===== src/rtl/serial_addsub_pkg.sv =====
// Shared types and arithmetic helper for the bit-serial adder/subtractor.
// Holds the FSM state encoding and the 1-bit full-add primitive.
package serial_addsub_pkg;

    typedef enum logic [1:0] {IDLE, RUN, DONE} sa_state_t;

    // Returns {carry, sum} of a single-bit full add.
    function automatic logic [1:0] full_add(input logic a, input logic b, input logic c);
        return {(a & b) | (a & c) | (b & c), a ^ b ^ c};
    endfunction

endpackage


===== src/rtl/sa_bit_slice.sv =====
// One-bit full adder with its carry flop; carry is preset on load (sub -> 1).
// Latency: sum is combinational, carry updates on each enabled edge.
// Backpressure: none, advances only when the parent asserts en.
module sa_bit_slice
    import serial_addsub_pkg::*;
(
    input  logic clk,
    input  logic rst,
    input  logic init,
    input  logic init_carry,
    input  logic en,
    input  logic a,
    input  logic b,
    output logic s,
    output logic carry
);

    logic [1:0] fa;

    assign fa = full_add(a, b, carry);
    assign s  = fa[0];

    always_ff @(posedge clk or posedge rst) begin
        if (rst) begin
            carry <= 1'b0;
        end else if (init) begin
            carry <= init_carry;
        end else if (en) begin
            carry <= fa[1];
        end
    end

endmodule


===== src/rtl/serial_addsub.sv =====
// Bit-serial WIDTH-bit add/sub, LSB first, streaming each result bit as produced.
// Latency: bits valid after edges E1..E_WIDTH, done pulse after E_(WIDTH+1).
// Backpressure: start is ignored (not queued) while busy; no downstream stall.
module serial_addsub
    import serial_addsub_pkg::*;
#(
    parameter int WIDTH = 8
) (
    input  logic             clk,
    input  logic             rst,
    input  logic             start,
    input  logic             sub,
    input  logic [WIDTH-1:0] a,
    input  logic [WIDTH-1:0] b,
    output logic             busy,
    output logic             bit_out,
    output logic             bit_valid,
    output logic             done,
    output logic [WIDTH-1:0] sum,
    output logic             cout,
    output logic             ovf
);

    localparam int CNT_W = $clog2(WIDTH);

    sa_state_t        state, state_nxt;
    logic             load, step, finish, last;
    logic [WIDTH-1:0] a_reg, b_reg, res_reg;
    logic [CNT_W-1:0] cnt;
    logic             cin_msb;
    logic             s, carry;

    assign last = (cnt == CNT_W'(WIDTH - 1));
    assign busy = (state != IDLE);

    always_ff @(posedge clk or posedge rst) begin
        if (rst) begin
            state <= IDLE;
        end else begin
            state <= state_nxt;
        end
    end

    always_comb begin
        state_nxt = state;
        load      = 1'b0;
        step      = 1'b0;
        finish    = 1'b0;
        case (state)
            IDLE: begin
                if (start) begin
                    load      = 1'b1;
                    state_nxt = RUN;
                end
            end
            RUN: begin
                step = 1'b1;
                if (last) begin
                    state_nxt = DONE;
                end
            end
            DONE: begin
                finish    = 1'b1;
                state_nxt = IDLE;
            end
            default: state_nxt = IDLE;
        endcase
    end

    sa_bit_slice u_slice (
        .clk        (clk),
        .rst        (rst),
        .init       (load),
        .init_carry (sub),
        .en         (step),
        .a          (a_reg[0]),
        .b          (b_reg[0]),
        .s          (s),
        .carry      (carry)
    );

    always_ff @(posedge clk or posedge rst) begin
        if (rst) begin
            a_reg     <= '0;
            b_reg     <= '0;
            res_reg   <= '0;
            cnt       <= '0;
            cin_msb   <= 1'b0;
            bit_out   <= 1'b0;
            bit_valid <= 1'b0;
            done      <= 1'b0;
            sum       <= '0;
            cout      <= 1'b0;
            ovf       <= 1'b0;
        end else begin
            bit_valid <= step;
            bit_out   <= step & s;
            done      <= finish;
            if (load) begin
                // Subtraction is a + ~b + 1; the +1 comes from the preset carry.
                a_reg <= a;
                b_reg <= sub ? ~b : b;
                cnt   <= '0;
            end
            if (step) begin
                a_reg   <= a_reg >> 1;
                b_reg   <= b_reg >> 1;
                res_reg <= {s, res_reg[WIDTH-1:1]};
                cnt     <= cnt + 1'b1;
                if (last) begin
                    cin_msb <= carry;
                end
            end
            if (finish) begin
                sum  <= res_reg;
                cout <= carry;
                ovf  <= cin_msb ^ carry;
            end
        end
    end

endmodule


===== config.mk =====
export PLATFORM = sky130hd
export DESIGN_NAME = serial_addsub
export DESIGN_NICKNAME = d
export VERILOG_FILES = /design/src/rtl/serial_addsub_pkg.sv /design/src/rtl/sa_bit_slice.sv /design/src/rtl/serial_addsub.sv
export SDC_FILE = /design/constraint.sdc
export NUM_CORES = 1
export LEC_CHECK = 0
export CORE_ASPECT_RATIO = 1.75
export CORE_MARGIN = 4
export CORE_UTILIZATION = 40
export DETAILED_ROUTE_END_ITERATION = 8
export PLACE_DENSITY = 0.72
export SLEW_MARGIN = 10
export SYNTH_ARGS = -nofsm -noshare
export SYNTH_HDL_FRONTEND = slang
export SYNTH_SLANG_ARGS = --single-unit

===== constraint.sdc =====
create_clock -name clk -period 1.8 [get_ports clk]
set_clock_uncertainty 0.1 [all_clocks]
set_input_delay 0.36 -clock clk [delete_from_list [all_inputs] [get_ports clk]]
set_output_delay 0.36 -clock clk [all_outputs]
set_load 0.05 [all_outputs]

Word-level counts from Yosys, hierarchy flattened. Index checks and enable logic that the tools add are counted.

Bits in registers: 44. Input port bits: 20. Output and inout port bits: 14. Logic and storage cells: 50.

Add/sub/neg operators: 1. Eq/ne operators: 5. Mux-type cells: 16. Bitwise operators: 10. Reduce and logical (&&, ||, !) cells: 5.

Operators by type and width (number): 2-to-1 mux 8 bit (5); NOT 8 bit (1); 2-to-1 mux 1 bit (6); 2-to-1 mux 3 bit (2); bitwise AND 1 bit (4); 2-to-1 mux 2 bit (2); inequality test 2 bit (second input constant) (2); one-hot mux 2 bit (2 select lines) (1); AND reduction 2 bit (2); nonzero test 2 bit (2); adder 3 x 1 -> 3 bit (second input constant) (1); == test 3 bit (second input constant) (1); XOR 1 bit (3); == test 2 x 1 -> 1 bit (second input constant) (1); == test 2 bit (second input constant) (1); zero test 2 bit (1); OR 1 bit (2).

Logic depth before layout (Yosys ltp).
Depth in word-level cells: 5. Depth in mapped cells: 6. Depth with buffers taken out: 4.

Hierarchy. From an unflattened synthesis, not the netlist that was laid out.

Cell total of the unflattened synthesis: 170. Area, all modules: 1933.1 um^2.

Modules (own cells, without submodules): serial_addsub (instances 1, cells an instance 164, area each 1865.5 um^2, sequential area each 1076.0 um^2); sa_bit_slice (instances 1, cells an instance 6, area each 67.6 um^2, sequential area each 25.0 um^2).

Worst setup path before layout. OpenSTA, ideal clock, no wires.

Kind: register to register. Start point: register state[0]. End point: register cin_msb. Library setup time: 125 ps. Arrival: 1156 ps. Data required time: 1575 ps. Slack: 418 ps. Cell stages (with the launch flop): 6. Path buffers: 2. Clock period less this slack: 1382 ps. Cells stage by stage: dfrtp_1 > buf_6 > nor2b_4 > buf_6 > and2_4 > mux2_4.

Longest elaborated chain between the ends: 3.

RTL lines: start: declaration (line serial_addsub.sv:26) `sa_state_t state, state_nxt;`; start signal: assignment (line serial_addsub.sv:40) `state <= state_nxt;`; == test 2 x 1 -> 1 bit (line serial_addsub.sv:49) `case (state)`; 2-to-1 mux 1 bit (line serial_addsub.sv:49); AND reduction 2 bit (no source line); end signal: assignment (line serial_addsub.sv:111) `cin_msb <= carry;`; end: declaration (line serial_addsub.sv:30) `logic cin_msb;`.

No other way between the ends. A chain may end at the register's enable or synchronous reset.

Worst setup path after layout.
Start point: register state[0]. End point: output busy.

Longest elaborated chain between the ends: 1.

RTL lines: nonzero test 2 bit (line serial_addsub.sv:34) `assign busy = (state != IDLE);`; end: declaration (line serial_addsub.sv:15) `output logic busy,`.

No other way between the ends.

==> qor.txt <==
CTS Buf Count = 5
Post-Syn Area = 1900 µm²
slowest CP cell = dfrtp_1
Int Pwr = 2500 µW
vias = 1,289
CP startpoint = state[0]$_DFFE_PP0P_
Max Buffers Root-to-Sink = 2
Skew-Pair Late Insertion Delay = 0.29 ns
DRT iter0 DRCs = 67
hold crit path type = input pin to asynchronous set/reset pin
post-route ant nets = 0
CTS resizes = 0
GRT overflow = 0
Post-Synthesis Cells = 149
IO Pins = 34
CP delay by family, top = buffers and inverters
Largest stage delay, worst path = 0.40 ns
initial antenna violation count = 0
Synthesis Warnings = 0
Util after Layout = 0.535
Port Buffers = 33
worst vdd ir = 1.11 mV
first-pass GRT wire length = 6140 µm
CP Capture Point = busy
TritonCTS clock tree = done
Switching Fraction = 0.383
Seq/Total Area, Yosys = 0.581
fin nets = 213
Crit. End Element = primary output
min Tclk post-route = 1.72 ns
max_slew headroom = 0.628
dpl ws = -0.0621 ns
layout cells sized above 1 = 0.293
placed wire-length estimate = 2660 µm
die span in x = 60.0 µm
final count of hold timing violations = 0
Max-cap violations = 0
depth of the CTS H-tree = 2
WL/cell = 14.6 µm
critical path type = flip-flop to primary output
number of global-route vias before repair = 1,362
switching power = 1550 µW
Worst-path clk slew = 0.08 ns
Clock Power Share = 0.154
Sink Count = 44
Layout area overhead = 26.5%
distinct cell type count after synthesis = 28
r2r setup slk = 0.18 ns
via/cell ratio = 5.33
GRT Util Overall = 0.133
Syn Area/Cell = 12.7 µm²
R2R depth = 4
commonest non-fill, non-tap cell in the layout = dfrtp_1
crit path buf inv count = 3
initial core utilization = 0.423
Arr. time, crit path = 1.26 ns
#FFs+latches synth = 44
Tcrit/Tclk final = 0.957
Peak Freq = 581 MHz
pin count of the biggest net entering global routing = 45
TritonRoute pass-1 iters = 4
syn_nets = 172
FF-to-FF End = b_reg[4]$_DFFE_PP0P_
worst flop-to-flop path startpoint = state[1]$_DFFE_PP0P_
Crit Path Max Fanout = 10
CORE AREA = 4480 µm²
status = finished, final reports clean
root buffer cell = clkbuf_8
GP Congestion = 0.840
die area = 5950 µm²
critical path, cell by cell = buf_4 -> nor2_1 -> inv_1 -> buf_12
ant diodes = 0
Max Slew Vio Count = 0
Post-CTS Hold Buffers = 0
Startpoint Class = flip-flop
pwr dens = 1690 nW/µm²
final WL = 3540 µm
Leakage = 0.00112 µW
Comb pwr share = 0.434
final setup violating endpoints = 0
Die Ht = 99.1 µm
postcts setup bufs = 0
most frequent cells in the layout = dfrtp_1 (44), buf_4 (22), nand2_1 (19), clkdlybuf4s50_1 (19), mux2_2 (17)
post-route setup slack = 0.0774 ns
DRC Markers = 0
Worst Max-Slew Pin Slew = 0.556 ns
sequential power share = 0.411
CP Depth = 4
Critical Path RT = 1.34 ns
row count = 32
RSZ-0062 raised after global routing = false
## synthesized netlist by cell type
cell type | n | area (µm²)
nor2b_2 | 1 | 8.76
nor2b_4 | 1 | 13.8
a21oi_1 | 2 | 10.0
nor2b_1 | 1 | 6.26
buf_1 | 1 | 3.75
and2_4 | 1 | 8.76
mux2_2 | 17 | 191
buf_6 | 3 | 33.8
a22o_1 | 3 | 26.3
o21ai_0 | 9 | 45.0
nor2_1 | 3 | 11.3
ha_1 | 2 | 25.0
nor3b_1 | 1 | 7.51
xnor2_1 | 5 | 43.8
xor2_1 | 4 | 35.0
buf_2 | 2 | 10.0
nand2_1 | 19 | 71.3
clkbuf_1 | 2 | 7.51
and2_1 | 1 | 6.26
inv_1 | 3 | 11.3
o21bai_2 | 1 | 11.3
fa_1 | 1 | 20.0
dfrtp_1 | 44 | 1100
o221ai_1 | 3 | 26.3
buf_4 | 2 | 15.0
a222oi_1 | 1 | 10.0
mux2_4 | 2 | 30.0
a22oi_1 | 14 | 105
## through the flow
stage               cells  power (µW)  TNS (ns)  instance area (µm²)  hold WS [ns]
floorplan             149        2940         0                 1900         0.350
global placement      234        3400         0                 2300         0.364
detailed placement    234        3480    -0.101                 2300         0.380
CTS                   242        4110         0                 2400         0.330
global route          242        4320         0                 2400         0.370
finish                242        4050         0                 2400         0.325
## worst register-to-register path, stage by stage, from the launching register on
cell and delay [ns]:
dfrtp_1 0.50, buf_4 0.21, nor3b_1 0.47, a222oi_1 0.18, inv_1 0.10
## area by class of cell
class | instances | area (µm²)
fillers | 399 | 2090
flip-flops and latches | 44 | 1100
multi-input cells | 92 | 713
repair buffers | 44 | 415
clock buffers | 6 | 82.6
well taps | 51 | 63.8
inverters | 3 | 11.3
clock inverters | 2 | 10.0
## per-layer routing
metal  track usage  wire length [µm]
met5             0                 0
met4        0.0648               110
met3        0.0354               212
met1         0.157              1440
met2         0.217              1770
## worst min path at each step
stage / start / end / slack, ns / cells past startpoint
2_1_floorplan: a_reg[1]$_DFFE_PP0P_ / a_reg[1]$_DFFE_PP0P_ / 0.35 / 2
3_3_place_gp: a_reg[1]$_DFFE_PP0P_ / a_reg[1]$_DFFE_PP0P_ / 0.36 / 2
3_5_place_dp: b_reg[7]$_DFFE_PP0P_ / b_reg[7]$_DFFE_PP0P_ / 0.38 / 2
4_1_cts: rst / b_reg[1]$_DFFE_PP0P_ / 0.33 / 3
5_1_grt: rst / a_reg[2]$_DFFE_PP0P_ / 0.37 / 3
6_report: rst / res_reg[5]$_DFFE_PP0P_ / 0.32 / 3
## power groups by stage
stage               combinational, µW  sequential, µW  clock [µW]
floorplan                         901            2030           0
global placement                 1730            1660           0
detailed placement               1790            1690           0
CTS                              1790            1670         648
global route                     1900            1730         692
finish                           1760            1670         626
## kinds of logic after synthesis
group                      after synthesis  synth area share
DFF                                     44             0.581
AOI/OAI and AO/OA                       33             0.123
and+or+nand+nor                         28            0.0706
muxes                                   19             0.117
buffers and inverters                   13            0.0429
xor gates and xnor gates                 9            0.0416
adders and majority gates                3            0.0238
Note: power is estimated with default switching activity, not from simulation.
==> RTL edit, RTL diff (config.mk and constraints unchanged) <==
`WIDTH`: 8 -> 4.
--- a/src/rtl/serial_addsub.sv
+++ b/src/rtl/serial_addsub.sv
@@ -5,5 +5,5 @@
     import serial_addsub_pkg::*;
 #(
-    parameter int WIDTH = 8
+    parameter int WIDTH = 4
 ) (
     input  logic             clk,
Interface: changed (resized a, b and sum); port bits go from 34 to 22. The function was not compared with the original's and may differ.
==> RTL edit against the original RTL <==
Design area decreased by 37%. Clock power shrank 45%. Hold slack improved by 0.014 ns. Core utilization fell by 1.7 points. Via count down 37%. Power shrank 34%. Combinational power down 28%. Sequential cell count decreased by 17. Critical path depth shrank 2. Setup slack worse by 0.041 ns. Area after synthesis down 37%. Routed wire length is 39% lower. Highest routed layer unchanged.
==> RTL edit: results (changes against the original RTL) <==
Synthesis
  – Syn nets: 110 (-36%)
  – Seq/Total Area, Yosys: 56.3% (-1.8 points)
  – Synth Area in Adders: 2.71% (+0.33 points)
  – Post-Synth XOR/XNOR Area: 3.65% (-0.51 points)
  – Syn avg cell area: 12.5 sq um (-1.7%)
  – Mux share of post-synthesis cell area: 10.3% (-1.4 points)
  – Synth area leaders: dfrtp_1, mux2_1, nor2b_1, xnor2_1, a21oi_1
  – Compound-Gate Fraction of Synth Area: 12.9% (+0.57 points)
  – YS warnings: 0 (unchanged)
  – Top cells by count, synth: dfrtp_1, mux2_1, a21oi_1, nor2b_1, nand2_1
  – Netlist cell types: 29 (+3.6%)

Global route
  – Number of global-route vias before repair: 851 (-38%)
  – GR Util met2: 22.2% (+0.51 points)
  – First-pass GRT wire length: 3670 microns (-40%)
  – GRT met3 Usage: 1.11% (-2.4 points)
  – Met1 usage: 13.2% (-2.5 points)
  – Largest net degree at the start of global routing: 28 (-38%)
  – Gr usage total: 11.9% (-1.4 points)

Critical path
  – Reg2Reg Capture Point: b_reg[2]
  – R2R Setup Slk: 0.22 ns (+0.04 ns)
  – Worst EP arrival: 1.30 ns (+0.04 ns)
  – Crit path max-delay family: flip-flops
  – Worst Path Max Fanout: 9 (-1)
  – Slowest stage delay, CP: 0.51 ns (+0.11 ns)

Place
  – DP Cell Count: 148 (-37%)
  – HPWL Detailed: 1640 microns (-38%)
  – Dpl cell area: 1450 sq um (-37%)
  – Port buffer count: 21 (-36%)
  – Gpl congestion: 0.770 (-8.3%)
  – Place WS: 0.0684 ns (+0.130 ns)

Detailed routing
  – Metal2 WL: 1160 microns (-35%)
  – Initial DRT Pass Iterations: 2 (-2)
  – M1 wire length: 877 microns (-39%)
  – Metal3 WL: 82 microns (-61%)
  – Final WL: 2160 microns (-39%)
  – Vias per cell: 5.33 (about the same)
  – Routed len/inst: 14.2 microns (-2.9%)
  – Initial DRC count: 15 (-78%)

Power and ir drop
  – Peak supply drop: 1080 uV (-2.9%)
  – P_leak: 0.684 nW (-39%)

Timing
  – Final WS setup: 0.0368 ns (-0.0407 ns)
  – Measured slew at the worst slew-check pin: 0.351 ns (-0.205 ns)
  – Worst hold margin: 0.338 ns (+0.0135 ns)

Cells and area
  – Nets: 139 (-35%)
  – Share of cells above drive strength 1: 24.2% (-5.1 points)

CTS
  – Worst-Skew Late Latency: 0.27 ns (-0.02 ns)
  – H-tree lvl count: 1 (-1)
  – Cts bufs inserted: 3 (-2)

Outcome
  – Status: finished, final reports clean
RTL edit: cell count changes after synthesis, moves of 3 or more:
cell,before,now
o21ai_1,0,3
a22oi_1,14,3
a221o_1,0,3
o221ai_1,3,0
dfrtp_1,44,27
nand2_1,19,5
xor2_1,4,1
mux2_2,17,2
mux2_1,0,9
nor2b_1,1,6
a21oi_1,2,6
o21ai_0,9,3
RTL edit: cell type report:
type,count,area [sq um]
Multi-Input combinational cell,60,475
Fill cell,258,1400
Tap cell,28,35.0
Clock buffer,3,41.3
Clock inverter,1,7.51
Timing Repair Buffer,30,253
Inverter,3,11.3
Sequential cell,27,676
RTL edit: where the power goes:
| part | switching, mW | internal (mW) | leakage (nW) |
|---|---|---|---|
| clock | 0.190 | 0.157 | 0.0217 |
| combinational | 0.711 | 0.551 | 0.320 |
| sequential | 0.180 | 0.866 | 0.342 |
| total | 1.08 | 1.57 | 0.684 |
